## src/rtl/restoring_divider_8bit.sv

```systemverilog
// Sequential unsigned restoring divider: one quotient bit per clock.
// A holds the partial remainder, B the dividend that becomes the quotient, D the divisor.
module restoring_divider_8bit #(
    parameter int WIDTH = 8
) (
    input  logic             Clk,
    input  logic             Reset,
    input  logic             Run,
    input  logic             CLR_LDB,
    input  logic [WIDTH-1:0] Switches,
    output logic [WIDTH-1:0] A_out,
    output logic [WIDTH-1:0] B_out,
    output logic             Busy,
    output logic             DivZero
);

    localparam int CW = $clog2(WIDTH + 1);

    typedef enum logic [1:0] {
        IDLE = 2'd0,
        CALC = 2'd1,
        HOLD = 2'd2
    } state_t;

    state_t           state;
    state_t           state_next;
    logic [WIDTH-1:0] a_reg;
    logic [WIDTH-1:0] b_reg;
    logic [WIDTH-1:0] d_reg;
    logic [CW-1:0]    count;
    logic             busy_reg;
    logic             div_zero;

    logic [WIDTH:0]   a_ext;
    logic [WIDTH:0]   trial;
    logic             last_iter;

    // The bit shifted out of A must take part in the compare, so the
    // shifted remainder and the trial difference are WIDTH+1 bits wide.
    always_comb begin
        a_ext     = {a_reg, b_reg[WIDTH-1]};
        trial     = a_ext - {1'b0, d_reg};
        last_iter = (count == CW'(WIDTH - 1));
    end

    // NOTE: every variable written in always_comb gets a default first so no latch is inferred.
    always_comb begin
        state_next = state;
        unique case (state)
            IDLE: begin
                if (!Run) begin
                    state_next = (Switches == '0) ? HOLD : CALC;
                end
            end
            CALC: begin
                if (last_iter) begin
                    state_next = HOLD;
                end
            end
            HOLD: begin
                if (Run) begin
                    state_next = IDLE;
                end
            end
            default: state_next = IDLE;
        endcase
    end

    // NOTE: sequential state uses non-blocking assignments so every register samples pre-edge values.
    always_ff @(posedge Clk) begin
        if (Reset) begin
            state    <= IDLE;
            busy_reg <= 1'b0;
        end else begin
            state    <= state_next;
            busy_reg <= (state_next == CALC);
        end
    end

    always_ff @(posedge Clk) begin
        if (Reset) begin
            a_reg    <= '0;
            b_reg    <= '0;
            d_reg    <= '0;
            count    <= '0;
            div_zero <= 1'b0;
        end else begin
            unique case (state)
                IDLE: begin
                    if (!Run) begin
                        if (Switches != '0) begin
                            d_reg    <= Switches;
                            a_reg    <= '0;
                            count    <= '0;
                            div_zero <= 1'b0;
                        end else begin
                            // Divide by zero: all-ones quotient, dividend reported as remainder.
                            b_reg    <= '1;
                            a_reg    <= b_reg;
                            div_zero <= 1'b1;
                        end
                    end else if (!CLR_LDB) begin
                        b_reg <= Switches;
                        a_reg <= '0;
                    end
                end
                CALC: begin
                    a_reg <= trial[WIDTH] ? a_ext[WIDTH-1:0] : trial[WIDTH-1:0];
                    b_reg <= {b_reg[WIDTH-2:0], ~trial[WIDTH]};
                    count <= count + 1'b1;
                end
                default: begin
                end
            endcase
        end
    end

    assign A_out   = a_reg;
    assign B_out   = b_reg;
    assign Busy    = busy_reg;
    assign DivZero = div_zero;

endmodule
```

## config.mk

```make
export PLATFORM = sky130hd
export DESIGN_NAME = restoring_divider_8bit
export DESIGN_NICKNAME = d
export VERILOG_FILES = /design/src/rtl/restoring_divider_8bit.sv
export SDC_FILE = /design/constraint.sdc
export NUM_CORES = 1
export LEC_CHECK = 0
export CAP_MARGIN = 20
export CORE_ASPECT_RATIO = 0.9
export CORE_MARGIN = 2
export CORE_UTILIZATION = 53
export DETAILED_ROUTE_END_ITERATION = 7
export GPL_TIMING_DRIVEN = 1
export PLACE_DENSITY = 0.85
export SLEW_MARGIN = 20
export SYNTH_ARGS = -nofsm -noshare
export SYNTH_HDL_FRONTEND = slang
export SYNTH_SLANG_ARGS = --single-unit
```

## constraint.sdc

```tcl
create_clock -name Clk -period 2.8 [get_ports Clk]
set_clock_uncertainty 0.2 [all_clocks]
set_input_delay 0.56 -clock Clk [delete_from_list [all_inputs] [get_ports Clk]]
set_output_delay 0.56 -clock Clk [all_outputs]
set_load 0.1 [all_outputs]
```

==> run metrics, run 1 <==
status finished, final reports clean; Mapped Nets 262; Hold Crit Depth 2; final hold viol count 0; DIE AREA 4080 µm²; Sum Neg Setup Slack 0 ps; overall power 1520 µW; chip height 60.8 µm; LEAKAGE 0.000969 µW; crit start category register; Final Worst Setup Slack 83.8 ps; DRC 0; max_slew headroom between 30% and 40%; Worst-path clk slew 60 ps; Top Ports 30; CTS Buf Count 5; Post-synth EDFFs 0; Req. time, crit path about 2800 ps; Starting Density a little under three fifths; first-pass GRT wire length 8220 µm; synth warn 0; layout cells sized above 1 around a quarter; Site Rows 20; CTS tree done; via count roughly 1,900; Final Cycle Share a little over nine tenths; Worst Path Max Fanout 10; largest family of logic cells by synthesized area compound AO/OA/AOI/OAI gates; share of the synthesized area in the top cell type 33.8%; worst skew pair latency 280 ps; Synth Area in XOR/XNOR 0.923%; setup violators final 0; Setup CP Type reg2reg; Final GP Congestion 0.942; min-delay src B_out[0]$_SDFFE_PP0P_; DP HPWL 3640 µm; Max-Cap Viols 0; Min Clock Period, post-route 2720 ps; hold crit path type reg2reg; top cell type by total area after synthesis dfxtp_1; grt ovf 0; deepest clock path buffer count 2; RSZ-0062 raised after global routing false; sink of the worst hold path B_out[0]$_SDFFE_PP0P_; Detail Route Antenna Nets 0; pwr dens around 630 nW/µm²; final wirelength 4860 µm; FF+latch count, synth 32; Worst Tran Pin Value 929 ps; core area 3400 µm²; routed vias/inst 5.81; fin nets 306; Root Driver clkbuf_8; FFs w/ async S/R, synth 0%; Die Wd 67.1 µm; Post-synth top flop dfxtp_1; vias in the first global route 1,810; CTS H-tree depth 2; mux cell area share after synthesis 1.32%; antenna violations before repair 0; Crit. End Element register; final instance area 2430 µm²; top cells by count, synth 49 x nor2_1, 32 x dfxtp_1, 29 x a21oi_1; largest net degree at the start of global routing 33; drt first pass iters 4; post-synthesis adder-cell area fraction under 10%; max-slew violation count 0; R2R Setup Slk approximately 84 ps; Syn-to-layout area delta 27.8%; worst path arrival time 2700 ps; Post-Route Utilization 71.3%; Port Buf Inserts 29; worst r2r dst A_out[6]$_SDFFE_PP0P_; cell depth of the worst flop-to-flop path 10; # diodes 0; DP Area 2280 µm²; Max VDD drop 523 µV; Seq/Total Area, Yosys 33.8%; WL/cell 14.8 µm; top-count cell post-synth nor2_1; Syn Std Cell Area 1900 µm²; compound-cell area share of the yosys netlist 27.2%; fmax around 370 MHz; reg-to-reg startpoint B_out[7]$_SDFFE_PP0P_; simple logic cell fraction of the synthesized area around a quarter; Area contributors post-synth dfxtp_1 34%, nor2_1 9.7%, a21oi_1 7.6%; CTS sink cnt 32; DR iter-0 viols 122; pre-CTS WS -36.5 ps; All-Layer GR Usage 26.7%; mean post-synth cell area 7.91 µm²; Syn Inst Count 240; Fill cells roughly 300; distinct cell type count after synthesis 49; # hold bufs at CTS 0
[worst max path at each step]
stage | start | slack [ps] | cells past startpoint | endpoint
5_1_grt | B_out[7]$_SDFFE_PP0P_ | 2 | 10 | A_out[6]$_SDFFE_PP0P_
3_3_place_gp | B_out[7]$_SDFFE_PP0P_ | 30 | 10 | A_out[6]$_SDFFE_PP0P_
4_1_cts | B_out[7]$_SDFFE_PP0P_ | 0.6 | 10 | A_out[6]$_SDFFE_PP0P_
6_report | B_out[7]$_SDFFE_PP0P_ | 80 | 10 | A_out[6]$_SDFFE_PP0P_
2_1_floorplan | B_out[7]$_SDFFE_PP0P_ | 20 | 10 | A_out[6]$_SDFFE_PP0P_
3_5_place_dp | B_out[7]$_SDFFE_PP0P_ | -40 | 10 | A_out[6]$_SDFFE_PP0P_
[cells by family after synthesis]
| group | count (synthesis) |
|---|---|
| simple gates | 92 |
| buf+inv | 24 |
| xor+xnor | 2 |
| flops | 32 |
| fa+ha+maj | 10 |
| mux | 2 |
| compound gates | 78 |
[worst max-delay path, cell delays in order (launching register included)]
cell and delay, ps:
dfxtp_4 360, inv_2 80, ha_4 150, inv_2 40, fa_2 380, a211oi_4 270
nor3_2 90, mux2_4 240, nor2_4 70, or4_4 510, a311oi_2 230
[power by group]
group	leakage, µW	switching, µW	internal [µW]
sequential	0.000266	36.1	492
clock	0.0000445	161	199
combinational	0.000658	413	216
total	0.000969	609	907
[layout by cell type (no fill, tap or decap), types with 2 or more instances in the layout]
master | synthesis | layout
nor2b_1 | 2 | 2
nor2_1 | 49 | 49
o31a_1 | 2 | 2
nand3_1 | 10 | 10
dfxtp_2 | 0 | 7
nor3_1 | 4 | 4
nand2b_1 | 2 | 2
nand2_1 | 2 | 2
or4_1 | 3 | 3
or3_1 | 3 | 3
a31oi_1 | 2 | 2
nand3b_1 | 9 | 9
o21a_1 | 4 | 4
inv_2 | 0 | 2
o21ai_0 | 14 | 14
a311oi_1 | 5 | 5
a21o_1 | 2 | 2
dfxtp_1 | 32 | 24
a21oi_1 | 29 | 29
a211oi_1 | 4 | 4
ha_1 | 9 | 8
buf_4 | 0 | 37
inv_1 | 13 | 11
clkbuf_8 | 0 | 6
o21ai_1 | 2 | 2
clkdlybuf4s50_1 | 0 | 11
[final cells by class]
class	count	area, µm²	share of cell area, %
repair buffers	48	388	16.0
well taps	44	55.1	2.27
flip-flops and latches	32	653	26.9
clock buffers	7	86.3	3.56
multi-input cells	184	1190	48.9
clock inverters	1	7.51	0.309
inverters	13	48.8	2.01
[repair_timing]
| action | 4_1_cts | 5_1_grt |
|---|---|---|
| endpoints found under the setup margin | 1 | 9 |
| resized for setup | 4 | 2 |
| pin swaps | 4 | 5 |
| setup buffers | 2 | 2 |
[per-layer routing]
layer | vias to the layer above | part of all wire [%] | GRT usage, %
met3 | 12 | 6.4 | 4.82
met2 | 69 | 46 | 43.8
li1 | 954 | - | -
met5 | - | 0 | 0
met1 | 878 | 45 | 35.1
met4 | 0 | 2.3 | 10.8
[stage by stage]
stage          instances  hold slack [ps]
2_1_floorplan        240              265
3_3_place_gp         317              274
3_5_place_dp         317              285
4_1_cts              327              303
5_1_grt              329              327
6_report             329              306
Power figures use the tool's default switching activity.
==> inputs of run 2 (changes only) <==
--- a/config.mk
+++ b/config.mk
@@ -12,7 +12,7 @@
 export DETAILED_ROUTE_END_ITERATION = 7
 export GPL_TIMING_DRIVEN = 1
 export PLACE_DENSITY = 0.85
-export SLEW_MARGIN = 20
+export SLEW_MARGIN = 5
 export SYNTH_ARGS = -nofsm -noshare
 export SYNTH_HDL_FRONTEND = slang
 export SYNTH_SLANG_ARGS = --single-unit
==> results of run 2 <==
No change in the layout: final DEF, timing and power equal those of run 1.
